`src/rtl/sw_demux_capture.sv`:
```
// sw_demux_capture: steers a synchronised 4-bit switch value into register X or Y.
// A debounced KEY[0] press loads the value, and a KEY[1] press clears the selected register.
// After each write, LEDR[8] shows a timed acknowledge.

// Per-key debouncer. It also produces a registered one-cycle pulse on each accepted press.
module sw_demux_debounce #(
  parameter int DEBOUNCE_CYCLES = 500000
) (
  input  logic clk,
  input  logic rst,
  input  logic din,       // already synchronised, active-low key level
  output logic level,     // debounced level, 1 = released
  output logic fall_evt   // 1-cycle pulse, the cycle after level falls
);
  localparam int CW = $clog2(DEBOUNCE_CYCLES) + 1;
  localparam logic [CW-1:0] CNT_TOP = CW'(DEBOUNCE_CYCLES - 1);

  logic [CW-1:0] cnt;
  logic          level_d;

  // A level is accepted only after it differs from the debounced level for
  // DEBOUNCE_CYCLES consecutive cycles. Any return to agreement restarts the count.
  always_ff @(posedge clk) begin
    if (rst) begin
      level    <= 1'b1;
      level_d  <= 1'b1;
      cnt      <= '0;
      fall_evt <= 1'b0;
    end else begin
      level_d  <= level;
      fall_evt <= level_d & ~level;
      if (din == level) begin
        cnt <= '0;
      end else if (cnt == CNT_TOP) begin
        level <= ~level;
        cnt   <= '0;
      end else begin
        cnt <= cnt + 1'b1;
      end
    end
  end
endmodule

module sw_demux_capture #(
  parameter int DEBOUNCE_CYCLES = 500000,
  parameter int ACK_CYCLES      = 25000000
) (
  input  logic       CLOCK_50,
  input  logic       RESET,
  input  logic [9:0] SW,
  input  logic [1:0] KEY,
  output logic [9:0] LEDR
);
  localparam int AW = $clog2(ACK_CYCLES) + 1;
  localparam logic [AW-1:0] ACK_TOP = AW'(ACK_CYCLES - 1);

  typedef enum logic [1:0] {IDLE, ACK, WAIT_REL} state_t;

  // Bit 4 is the destination select s, and bits 3:0 are the data D.
  logic [4:0]    sw_s1, sw_s2;
  logic [1:0]    key_s1, key_s2;
  logic [1:0]    key_db, key_evt;
  logic [3:0]    x_reg, y_reg;
  logic          ack;
  logic [AW-1:0] ack_cnt;
  state_t        state;

  // SW[8:4] has no function on this board.
  logic sw_unused;
  assign sw_unused = &{1'b0, SW[8:4]};

  // Two-flop synchronisers. Switches reset low, and the active-low keys reset to released.
  always_ff @(posedge CLOCK_50) begin
    if (RESET) begin
      sw_s1  <= '0;
      sw_s2  <= '0;
      key_s1 <= 2'b11;
      key_s2 <= 2'b11;
    end else begin
      sw_s1  <= {SW[9], SW[3:0]};
      sw_s2  <= sw_s1;
      key_s1 <= KEY;
      key_s2 <= key_s1;
    end
  end

  // Each key gets its own debouncer. Key 0 is load, and key 1 is clear.
  for (genvar k = 0; k < 2; k++) begin : g_db
    sw_demux_debounce #(.DEBOUNCE_CYCLES(DEBOUNCE_CYCLES)) u_db (
      .clk      (CLOCK_50),
      .rst      (RESET),
      .din      (key_s2[k]),
      .level    (key_db[k]),
      .fall_evt (key_evt[k])
    );
  end

  // Write/acknowledge FSM. Load has priority over clear.
  // Events outside IDLE are dropped, and WAIT_REL makes a held key give a single write.
  always_ff @(posedge CLOCK_50) begin
    if (RESET) begin
      state   <= IDLE;
      x_reg   <= '0;
      y_reg   <= '0;
      ack     <= 1'b0;
      ack_cnt <= '0;
    end else begin
      case (state)
        IDLE: begin
          if (key_evt[0] || key_evt[1]) begin
            if (sw_s2[4]) y_reg <= key_evt[0] ? sw_s2[3:0] : 4'h0;
            else          x_reg <= key_evt[0] ? sw_s2[3:0] : 4'h0;
            state   <= ACK;
            ack     <= 1'b1;
            ack_cnt <= '0;
          end
        end
        ACK: begin
          if (ack_cnt == ACK_TOP) begin
            state <= WAIT_REL;
            ack   <= 1'b0;
          end else begin
            ack_cnt <= ack_cnt + 1'b1;
          end
        end
        WAIT_REL: begin
          if (&key_db) state <= IDLE;
        end
        default: begin
          state <= IDLE;
          ack   <= 1'b0;
        end
      endcase
    end
  end

  assign LEDR = {sw_s2[4], ack, y_reg, x_reg};
endmodule
```
`config.mk`:
```
export PLATFORM = sky130hd
export DESIGN_NAME = sw_demux_capture
export DESIGN_NICKNAME = d
export VERILOG_FILES = /design/src/rtl/sw_demux_capture.sv
export SDC_FILE = /design/constraint.sdc
export NUM_CORES = 1
export LEC_CHECK = 0
export CORE_ASPECT_RATIO = 0.6
export CORE_MARGIN = 8
export CORE_UTILIZATION = 50
export CTS_CLUSTER_DIAMETER = 80
export DETAILED_ROUTE_END_ITERATION = 10
export PLACE_DENSITY = 0.69
export SYNTH_ARGS = -nofsm -noshare
export SYNTH_HDL_FRONTEND = slang
export SYNTH_SLANG_ARGS = --single-unit
```
`constraint.sdc`:
```
create_clock -name CLOCK_50 -period 6.44 [get_ports CLOCK_50]
set_clock_uncertainty 0.2 [all_clocks]
set_input_delay 1.61 -clock CLOCK_50 [delete_from_list [all_inputs] [get_ports CLOCK_50]]
set_output_delay 1.61 -clock CLOCK_50 [all_outputs]
set_load 0.005 [all_outputs]
```
==> impl_metrics.toml, run 1 <==
[run]
maxCapViolCount = 0

[yosys]
syn-cell-area_um2 = 4320
yosysUniqueCellTypes = 62
net_count_synth = 497
synth_top_area_share_pct = 45.0
synthCells = 480
synth-async-reset-ratio_pct = 0
ys.flop_type = "sky130_fd_sc_hd__dfxtp_1"
postSynthRegisterBits = 97
synth_common_cells = "sky130_fd_sc_hd__dfxtp_1 (97), sky130_fd_sc_hd__nor2_1 (63), sky130_fd_sc_hd__nand3_1 (40)"
synthMostInstantiatedCell = "sky130_fd_sc_hd__dfxtp_1"
ys_seq_area_share_pct = 45.0
synthDominantAreaCellType = "sky130_fd_sc_hd__dfxtp_1"
post_synth.cell_area_avg_um2 = 9.00
netlist_top_cells_area = "sky130_fd_sc_hd__dfxtp_1 (45%), sky130_fd_sc_hd__nor2_1 (5.5%), sky130_fd_sc_hd__nand3_1 (4.6%), sky130_fd_sc_hd__xor2_1 (4.3%), sky130_fd_sc_hd__xnor2_1 (3.9%)"
synth-edff-count = 0
synthesis.yosys.warnings = 0

[status]
outcome = "completed"

[power_and_ir_drop]
power_frac_clock_pct = 46.6
power-per-cell-area_nw_per_um2 = 244
power.share.sequential_pct = 51.4
comb_power_share_pct = 2.0
netSwitchingPower_uw = 241
post-layout-total-power_mw = 1.18
power_report.internal_total_uw = 940
p_leak_nw = 1.72
power.switching_fraction_pct = 20.4
ir_worst_vdd_mv = 0.143

[layout]
drive_gt1_share_pct = 7.47
flow.area_growth_from_synthesis_pct = 12.0
largest_registers = "g_db.u_db.cnt (40), ack_cnt (26)"
final_net_count = 507
diodes = 0
largest_register = "g_db.u_db.cnt"
fin_cells = 607
post-route-util_pct = 57.2
n_fill_cell = 761
largest_reg_flops = 40
design_area_final_um2 = 4840

[global_route]
globalRoute.totalOverflow = 0
first_global_vias = 3063
maximum_number_of_pins_on_one_net_before_global_route_repair = 34
antenna_violations_before_repair = 0
grt_first_pass_wirelength_um = 15200
grt_util_all_layers_pct = 15.6

[critical_path]
critPathRequiredTime_ns = 6.53
setup.worst_path.class = "primary input to flip-flop"
regToRegStartpoint = "g_db[0].u_db.fall_evt$_SDFF_PP0_"
path_max_fanout = 33
crit_start = "RESET"
crit_arrival_ns = 3.67
setup.worst_path.start_class = "primary input"
crit_path_end_kind = "flip-flop"
r2r.worst_path.cells = 5
reg2reg_to = "ack_cnt[9]$_SDFFE_PP0P_"
setup.reg_to_reg.worst_slack_ns = 3.67

[detailed_routing]
drt_first_pass_iters = 7
wl_per_cell_um = 14.9
detail_route.drc_violations = 0
via_count = 3445
vias_per_cell = 5.68
detailedRoute.firstIterationViolations = 326
postRouteWirelength_um = 9070
antenna_violating_nets_post_route = 0

[worst_hold_path]
worstHoldPathType = "flip-flop to flip-flop"
worst_hold_path.endpoint = "key_s2[1]$_SDFF_PP1_"
timing.hold.worst.start = "key_s1[1]$_SDFF_PP1_"
holdPathStages = 1

[clocking]
postCtsSetupBuffers = 0
clock_sinks = 97
hold_buffers = 0
postCtsResizedCells = 0
cts_tree = "yes"
numCtsBuffers = 9
cts-htree-levels = 3
cts.path.max_buffers = 2
clock_tree.root_cell = "sky130_fd_sc_hd__clkbuf_16"
cts.reportedPaths.clkPinSlew_ns = 0.07
worstSkewPairLatency_ns = 0.34

[timing]
slew-limit-headroom_pct = 27.7
whs_ns = 0.211
worst_slack_ns = 2.86
final_min_period_over_clock_period_pct = 55.6
min_period_ns = 3.58
final.setup.tns_ns = 0
rsz0062_at_grt = "false"
worst_slew_pin_slew_ns = 1.08
clock.fmax_ghz = 0.279
final_max_slew_viol_count = 0
hold_viol_final = 0
timing.final.setup_violations = 0

[place]
pre_cts_slack_ns = 2.51
place_area_um2 = 4520
placed_wire_length_estimate_after_detailed_placement_um = 6350
place.port_buffers = 18
post-place-cells = 591
place_congestion = 0.845

[floorplan]
rows = 26
die_height_um = 88.0
die_area_um2 = 12000
top_level_ports = 24
chipWidth_um = 136
initial_core_util_pct = 51.1
core_area_um2 = 8460
-- worst max-delay path, stage by stage --
cell                              delay [ns]
sky130_fd_sc_hd__clkdlybuf4s50_1        0.62
sky130_fd_sc_hd__buf_4                  0.34
sky130_fd_sc_hd__nand2b_1               0.32
sky130_fd_sc_hd__or4_2                  0.68
sky130_fd_sc_hd__nand2_1                0.08
-- power groups by stage --
stage / registers [mW] / clock network, mW / logic [mW]
after floorplan: 0.620 / 0 / 0.0157
after global placement: 0.621 / 0 / 0.0232
after detailed placement: 0.621 / 0 / 0.0236
after CTS: 0.608 / 0.561 / 0.0237
after global routing: 0.608 / 0.586 / 0.0256
final: 0.608 / 0.550 / 0.0234
-- cell families (layout without fill, tap and decap cells) --
kind of cell / after synthesis / after routing / share of synthesized area, %
AOI/OAI and AO/OA: 72 / 72 / 12.2
xor gates and xnor gates: 40 / 40 / 8.11
and+or+nand+nor: 238 / 238 / 30.0
adders and majority gates: 3 / 3 / 0.869
buffers and inverters: 30 / 45 / 3.91
DFF: 97 / 97 / 45.0
-- area by class of cell --
class                      count  area, um2  share of cell area, %
multi-input combinational    353       2210                   45.7
sequential                    97       1940                   40.2
clock buffer                  11        253                   5.23
timing repair buffer          20        195                   4.04
tap                          112        140                   2.90
clock inverter                 5       63.8                   1.32
inverter                       9       33.8                  0.699
-- routing by layer --
metal  global-route usage, %  share of wire (%)  vias to the layer above
li1                        -                  -                     1732
met1                    23.2                 53                     1606
met2                    21.5                 39                      101
met3                    4.52                7.2                        6
met4                    3.57               0.65                        0
met5                       0                  0                        -
-- cell usage in the layout, fill, tap and decap left out, types with 4 or more instances in the layout --
| master | synthesis | layout |
|---|---|---|
| sky130_fd_sc_hd__a211o_1 | 5 | 5 |
| sky130_fd_sc_hd__a21oi_1 | 22 | 22 |
| sky130_fd_sc_hd__a31oi_1 | 7 | 7 |
| sky130_fd_sc_hd__and3_1 | 12 | 12 |
| sky130_fd_sc_hd__and4_1 | 4 | 4 |
| sky130_fd_sc_hd__clkbuf_16 | 0 | 9 |
| sky130_fd_sc_hd__clkdlybuf4s50_1 | 0 | 18 |
| sky130_fd_sc_hd__dfxtp_1 | 97 | 97 |
| sky130_fd_sc_hd__inv_1 | 9 | 9 |
| sky130_fd_sc_hd__nand2_1 | 34 | 34 |
| sky130_fd_sc_hd__nand3_1 | 40 | 40 |
| sky130_fd_sc_hd__nand4_1 | 17 | 17 |
| sky130_fd_sc_hd__nor2_1 | 63 | 63 |
| sky130_fd_sc_hd__nor2b_1 | 13 | 13 |
| sky130_fd_sc_hd__nor3_1 | 5 | 5 |
| sky130_fd_sc_hd__nor4_1 | 12 | 12 |
| sky130_fd_sc_hd__o21ai_0 | 7 | 7 |
| sky130_fd_sc_hd__o22a_1 | 10 | 10 |
| sky130_fd_sc_hd__or2_2 | 7 | 7 |
| sky130_fd_sc_hd__or3_1 | 7 | 7 |
| sky130_fd_sc_hd__xnor2_1 | 19 | 19 |
| sky130_fd_sc_hd__xor2_1 | 21 | 21 |
-- how the worst max path moves through the flow --
stage | endpoint | slack, ns | cells past startpoint
4_1_cts | ack_cnt[9]$_SDFFE_PP0P_ | 2.88 | 5
2_1_floorplan | ack_cnt[9]$_SDFFE_PP0P_ | 3.65 | 3
6_report | ack_cnt[9]$_SDFFE_PP0P_ | 2.86 | 5
5_1_grt | ack_cnt[9]$_SDFFE_PP0P_ | 2.79 | 5
3_3_place_gp | ack_cnt[9]$_SDFFE_PP0P_ | 2.54 | 5
3_5_place_dp | ack_cnt[9]$_SDFFE_PP0P_ | 2.51 | 5
Note: power is estimated with default switching activity, not from simulation.
==> inputs of run 2 (changes only) <==
==> constraint.sdc (replaced) <==
create_clock -name CLOCK_50 -period 3.65 [get_ports CLOCK_50]
set_clock_uncertainty 0.2 [all_clocks]
set_input_delay 0.9125 -clock CLOCK_50 [delete_from_list [all_inputs] [get_ports CLOCK_50]]
set_output_delay 0.9125 -clock CLOCK_50 [all_outputs]
set_load 0.005 [all_outputs]
==> impl_metrics.toml, run 2 (synthesized netlist as in run 1, its figures left out) <==
[clocking]
worstSkewPairLatency_ns = 0.34
numCtsBuffers = 9
clock_sinks = 97
cts-htree-levels = 3
cts.reportedPaths.clkPinSlew_ns = 0.07
clock_tree.root_cell = "sky130_fd_sc_hd__clkbuf_16"
postCtsResizedCells = 0
hold_buffers = 0
cts.path.max_buffers = 2
postCtsSetupBuffers = 0
cts_tree = "yes"

[critical_path]
r2r.worst_path.cells = 6
worst-path-stages = 6
setup.worst_path.start_class = "primary input"
setup.reg_to_reg.worst_slack_ns = 1.08
critPathMaxStageDelay_ns = 0.69
reg2reg_to = "ack_cnt[24]$_SDFFE_PP0P_"
setup.worst_path.class = "primary input to flip-flop"
crit_start = "RESET"
path_cells = "clkdlybuf4s50_1 -> buf_4 -> nor2_1 -> o21ai_0 -> nand4_1 -> o211a_1"
cp.buffers_inverters = 2
path_max_fanout = 13
timing.critical_path.to = "ack_cnt[16]$_SDFFE_PP0P_"
critPathRequiredTime_ns = 3.74
cell_type_group_with_the_largest_total_delay_on_the_critical_path = "buffers and inverters"
critPathSlowestCell = "sky130_fd_sc_hd__clkdlybuf4s50_1"
crit_arrival_ns = 2.85
crit_path_end_kind = "flip-flop"
regToRegStartpoint = "ack_cnt[0]$_SDFFE_PP0P_"

[place]
placed_wire_length_estimate_after_detailed_placement_um = 6480
place.port_buffers = 18
place_congestion = 0.860
place_area_um2 = 4540

[layout]
flow.area_growth_from_synthesis_pct = 11.8
drive_gt1_share_pct = 8.03
diodes = 0
n_fill_cell = 761
sequential_cell_area_um2 = 1940
largest_reg_flops = 40
post-route-util_pct = 57.1
design_area_final_um2 = 4830
final_common_cell = "sky130_fd_sc_hd__dfxtp_1"
layout.cells.most_common_list = "sky130_fd_sc_hd__dfxtp_1 (97), sky130_fd_sc_hd__nor2_1 (63), sky130_fd_sc_hd__nand3_1 (40)"
multi_input_comb_area_um2 = 2210
largest_register = "g_db.u_db.cnt"
final_net_count = 510
largest_registers = "g_db.u_db.cnt (40), ack_cnt (26)"

[detailed_routing]
detailedRoute.firstIterationViolations = 249
vias_per_cell = 5.79
via_count = 3531
wl_per_cell_um = 15.1
detail_route.drc_violations = 0
drt_first_pass_iters = 5
antenna_violating_nets_post_route = 0
postRouteWirelength_um = 9220

[timing]
hold_viol_final = 0
final_min_period_over_clock_period_pct = 75.8
clock.fmax_ghz = 0.361
final.setup.tns_ns = 0
slew-limit-headroom_pct = 29.4
final_max_slew_viol_count = 0
rsz0062_at_grt = "false"
min_period_ns = 2.77
timing.final.setup_violations = 0
worst_slew_pin_slew_ns = 1.05

[floorplan]
initial_core_util_pct = 51.1
rows = 26
core_area_um2 = 8460
top_level_ports = 24
die_area_um2 = 12000
die_height_um = 88.0
chipWidth_um = 136

[global_route]
antenna_violations_before_repair = 0
grt_util_all_layers_pct = 16.1
globalRoute.totalOverflow = 0
first_global_vias = 3219
grt_first_pass_wirelength_um = 15600
maximum_number_of_pins_on_one_net_before_global_route_repair = 26

[power_and_ir_drop]
p_leak_nw = 1.72
power-per-cell-area_nw_per_um2 = 418
ir_worst_vdd_mv = 0.267

[worst_hold_path]
worstHoldPathType = "flip-flop to flip-flop"

[run]
maxCapViolCount = 0

[status]
outcome = "completed"
==> run 2: metal layers <==
layer	up-vias	global-route usage, %	part of all wire, %
li1	1739	-	-
met1	1655	22.9	51
met2	128	23.2	41
met3	9	3.95	7.5
met4	0	5.35	0.93
met5	-	0	0
==> run 2: power breakdown <==
group	total, mW	switching, mW	internal, mW
Combinational	0.0437	0.0222	0.0215
Sequential	1.07	0.00559	1.07
Clock	0.900	0.424	0.476
==> run 2: final cells by class <==
| cell class | instances | area share, % |
|---|---|---|
| Clock buffer | 9 | 4.66 |
| Clock inverter | 7 | 1.27 |
| Inverter | 9 | 0.700 |
| Multi-Input combinational cell | 353 | 45.7 |
| Sequential cell | 97 | 40.2 |
| Tap cell | 112 | 2.90 |
| Timing Repair Buffer | 23 | 4.51 |
==> run 2: stage by stage <==
stage | setup WS [ns] | hold WS [ns] | std cells | power, mW
after CTS | 0.940 | 0.217 | 610 | 2.04
after global routing | 0.761 | 0.235 | 610 | 2.08
after detailed placement | 0.591 | 0.194 | 594 | 1.14
after floorplan | 1.55 | 0.189 | 480 | 1.12
after global placement | 0.573 | 0.193 | 594 | 1.14
final | 0.882 | 0.213 | 610 | 2.02
==> run 2: how the worst min path moves through the flow <==
stage / depth (start not counted) / slack, ns / endpoint / start
6_report: 2 / 0.21 / g_db[1].u_db.fall_evt$_SDFF_PP0_ / g_db[1].u_db.level_d$_SDFF_PP1_
3_3_place_gp: 1 / 0.19 / key_s2[1]$_SDFF_PP1_ / key_s1[1]$_SDFF_PP1_
4_1_cts: 2 / 0.22 / g_db[1].u_db.fall_evt$_SDFF_PP0_ / g_db[1].u_db.level_d$_SDFF_PP1_
3_5_place_dp: 1 / 0.19 / key_s2[0]$_SDFF_PP1_ / key_s1[0]$_SDFF_PP1_
2_1_floorplan: 1 / 0.19 / key_s2[0]$_SDFF_PP1_ / key_s1[0]$_SDFF_PP1_
5_1_grt: 1 / 0.24 / key_s2[1]$_SDFF_PP1_ / key_s1[1]$_SDFF_PP1_
==> run 2: tightest hold or removal path: cells and delay by family, from the launching register on <==
kind	cells	cell delay, ns
flip-flops	1	0.30
buffers and inverters	1	0.04
AND/OR/NAND/NOR	1	0.04
==> inputs of run 3 (changes only) <==
--- a/config.mk
+++ b/config.mk
@@ -10,7 +10,7 @@
 export CORE_UTILIZATION = 50
 export CTS_CLUSTER_DIAMETER = 80
 export DETAILED_ROUTE_END_ITERATION = 10
-export PLACE_DENSITY = 0.69
+export PLACE_DENSITY = 0.71
 export SYNTH_ARGS = -nofsm -noshare
 export SYNTH_HDL_FRONTEND = slang
 export SYNTH_SLANG_ARGS = --single-unit
==> constraint.sdc (replaced) <==
create_clock -name CLOCK_50 -period 2.3 [get_ports CLOCK_50]
set_clock_uncertainty 0.2 [all_clocks]
set_input_delay 0.575 -clock CLOCK_50 [delete_from_list [all_inputs] [get_ports CLOCK_50]]
set_output_delay 0.575 -clock CLOCK_50 [all_outputs]
set_load 0.005 [all_outputs]
==> impl_metrics.toml, run 3 (synthesized netlist as in run 1, its figures left out) <==
[detailed_routing]
postRouteWirelength_um = 9820
antenna_violating_nets_post_route = 0
wl_per_cell_um = 15.2
via_count = 3733
drt_first_pass_iters = 5
detail_route.drc_violations = 0
detailedRoute.firstIterationViolations = 274
vias_per_cell = 5.76

[place]
place_area_um2 = 4810
placed_wire_length_estimate_after_detailed_placement_um = 6860
place.port_buffers = 18
place_congestion = 0.876

[power_and_ir_drop]
power_report.internal_total_mw = 2.72
post-layout-total-power_mw = 3.40
power.switching_fraction_pct = 20.0
p_leak_nw = 1.95
ir_worst_vdd_mv = 0.420
power_frac_clock_pct = 47.7
power.share.sequential_pct = 50.1
comb_power_share_pct = 2.2
netSwitchingPower_uw = 680
power-per-cell-area_nw_per_um2 = 651

[timing]
worst_slew_pin_slew_ns = 0.660
hold_viol_final = 0
final_min_period_over_clock_period_pct = 97.0
final_max_slew_viol_count = 0
clock.fmax_ghz = 0.448
min_period_ns = 2.23
slew-limit-headroom_pct = 55.6
timing.final.setup_violations = 0

[global_route]
maximum_number_of_pins_on_one_net_before_global_route_repair = 26
first_global_vias = 3268
globalRoute.totalOverflow = 0
antenna_violations_before_repair = 0
grt_first_pass_wirelength_um = 15800
grt_util_all_layers_pct = 16.5

[run]
maxCapViolCount = 0

[layout]
design_area_final_um2 = 5220
drive_gt1_share_pct = 15.9
n_fill_cell = 726
largest_registers = "g_db.u_db.cnt (40), ack_cnt (26)"
largest_register = "g_db.u_db.cnt"
flow.area_growth_from_synthesis_pct = 20.8
largest_reg_flops = 40
multi_input_comb_area_um2 = 2230
sequential_cell_area_um2 = 1950
diodes = 0
layout.cells.most_common_list = "sky130_fd_sc_hd__dfxtp_1 (93), sky130_fd_sc_hd__nor2_1 (63), sky130_fd_sc_hd__buf_4 (41)"
final_common_cell = "sky130_fd_sc_hd__dfxtp_1"
final_net_count = 548

[floorplan]
initial_core_util_pct = 51.1
chipWidth_um = 136
top_level_ports = 24
die_area_um2 = 12000
die_height_um = 88.0
rows = 26
core_area_um2 = 8460

[critical_path]
crit_path_end_kind = "flip-flop"
critPathMaxStageDelay_ns = 0.64
crit_path_frequent_cell = "sky130_fd_sc_hd__buf_4"
setup.worst_path.class = "flip-flop to flip-flop"
critPathSlowestCell = "sky130_fd_sc_hd__or4_2"
critPathRequiredTime_ns = 2.39
path_max_fanout = 12
setup.worst_path.start_class = "flip-flop"
cell_type_group_with_the_largest_total_delay_on_the_critical_path = "simple AND/OR/NAND/NOR gates"
crit_arrival_ns = 2.32
cp.buffers_inverters = 3
path_cells = "and4_1 -> nand4_2 -> buf_4 -> o41ai_4 -> buf_4 -> clkbuf_16 -> or4_2 -> nand2_1"

[clocking]
cts-htree-levels = 3
cts.path.max_buffers = 2
clock_sinks = 97
worstSkewPairLatency_ns = 0.34
cts.reportedPaths.clkPinSlew_ns = 0.07
clock_tree.root_cell = "sky130_fd_sc_hd__clkbuf_16"
numCtsBuffers = 9
cts_tree = "yes"

[worst_hold_path]
worstHoldPathType = "flip-flop to flip-flop"

[status]
outcome = "completed"
==> run 3: cell type report <==
cell class | count | share of cell area [%]
multi-input combinational | 353 | 42.8
clock inverter | 6 | 1.75
timing repair buffer | 61 | 10.2
clock buffer | 10 | 4.58
sequential | 97 | 37.4
tap | 112 | 2.69
inverter | 9 | 0.647
==> run 3: power by group through the flow <==
| stage | logic, mW | registers (mW) | clock network, mW |
|---|---|---|---|
| after floorplan | 0.0439 | 1.74 | 0 |
| after global placement | 0.0740 | 1.74 | 0 |
| after detailed placement | 0.0753 | 1.74 | 0 |
| after CTS | 0.0758 | 1.70 | 1.65 |
| after global routing | 0.0826 | 1.70 | 1.72 |
| final | 0.0757 | 1.70 | 1.62 |
==> run 3: timing repair <==
action	4_1_cts	5_1_grt
buffers inserted	0	3
hold buffers	0	0
endpoints found under the setup margin	0	20
resized for setup	0	10
==> run 3: path summary, 6_finish.rpt <==
path	cells past startpoint	start	slack [ns]	to
setup / recovery	8	ack_cnt[14]$_SDFFE_PP0P_	0.07	ack_cnt[9]$_SDFFE_PP0P_
hold reg to reg	1	key_s1[1]$_SDFF_PP1_	0.21	key_s2[1]$_SDFF_PP1_
setup reg to reg	8	ack_cnt[14]$_SDFFE_PP0P_	0.07	ack_cnt[9]$_SDFFE_PP0P_
hold / removal	1	key_s1[1]$_SDFF_PP1_	0.21	key_s2[1]$_SDFF_PP1_
==> run 3: stage by stage <==
stage / cells / hold WS [ns] / TNS (ns) / setup slack, ns / util, %
after global routing: 648 / 0.225 / -0.0415 / -0.0264 / 61.7
after detailed placement: 628 / 0.200 / 0 / 0.0165 / 56.9
after floorplan: 480 / 0.189 / 0 / 0.203 / -
after CTS: 644 / 0.212 / 0 / 0.00750 / 60.8
after global placement: 628 / 0.193 / 0 / 0.0484 / 56.9
final: 648 / 0.206 / 0 / 0.0689 / 61.7
==> run 3: per-layer routing <==
| metal | wire (um) | up-vias | global-route usage [%] |
|---|---|---|---|
| met2 | 4030 | 143 | 23.7 |
| met4 | 140 | 0 | 4.96 |
| met1 | 4850 | 1750 | 22.8 |
| met3 | 796 | 19 | 5.61 |
| li1 | - | 1821 | - |
| met5 | 0 | - | 0 |
==> run 3: worst register-to-register path, delay by kind of cell (launching register included) <==
family | cells | cell delay, ns
buf+inv | 3 | 0.47
compound gates | 1 | 0.05
flops | 1 | 0.31
simple gates | 4 | 1.15
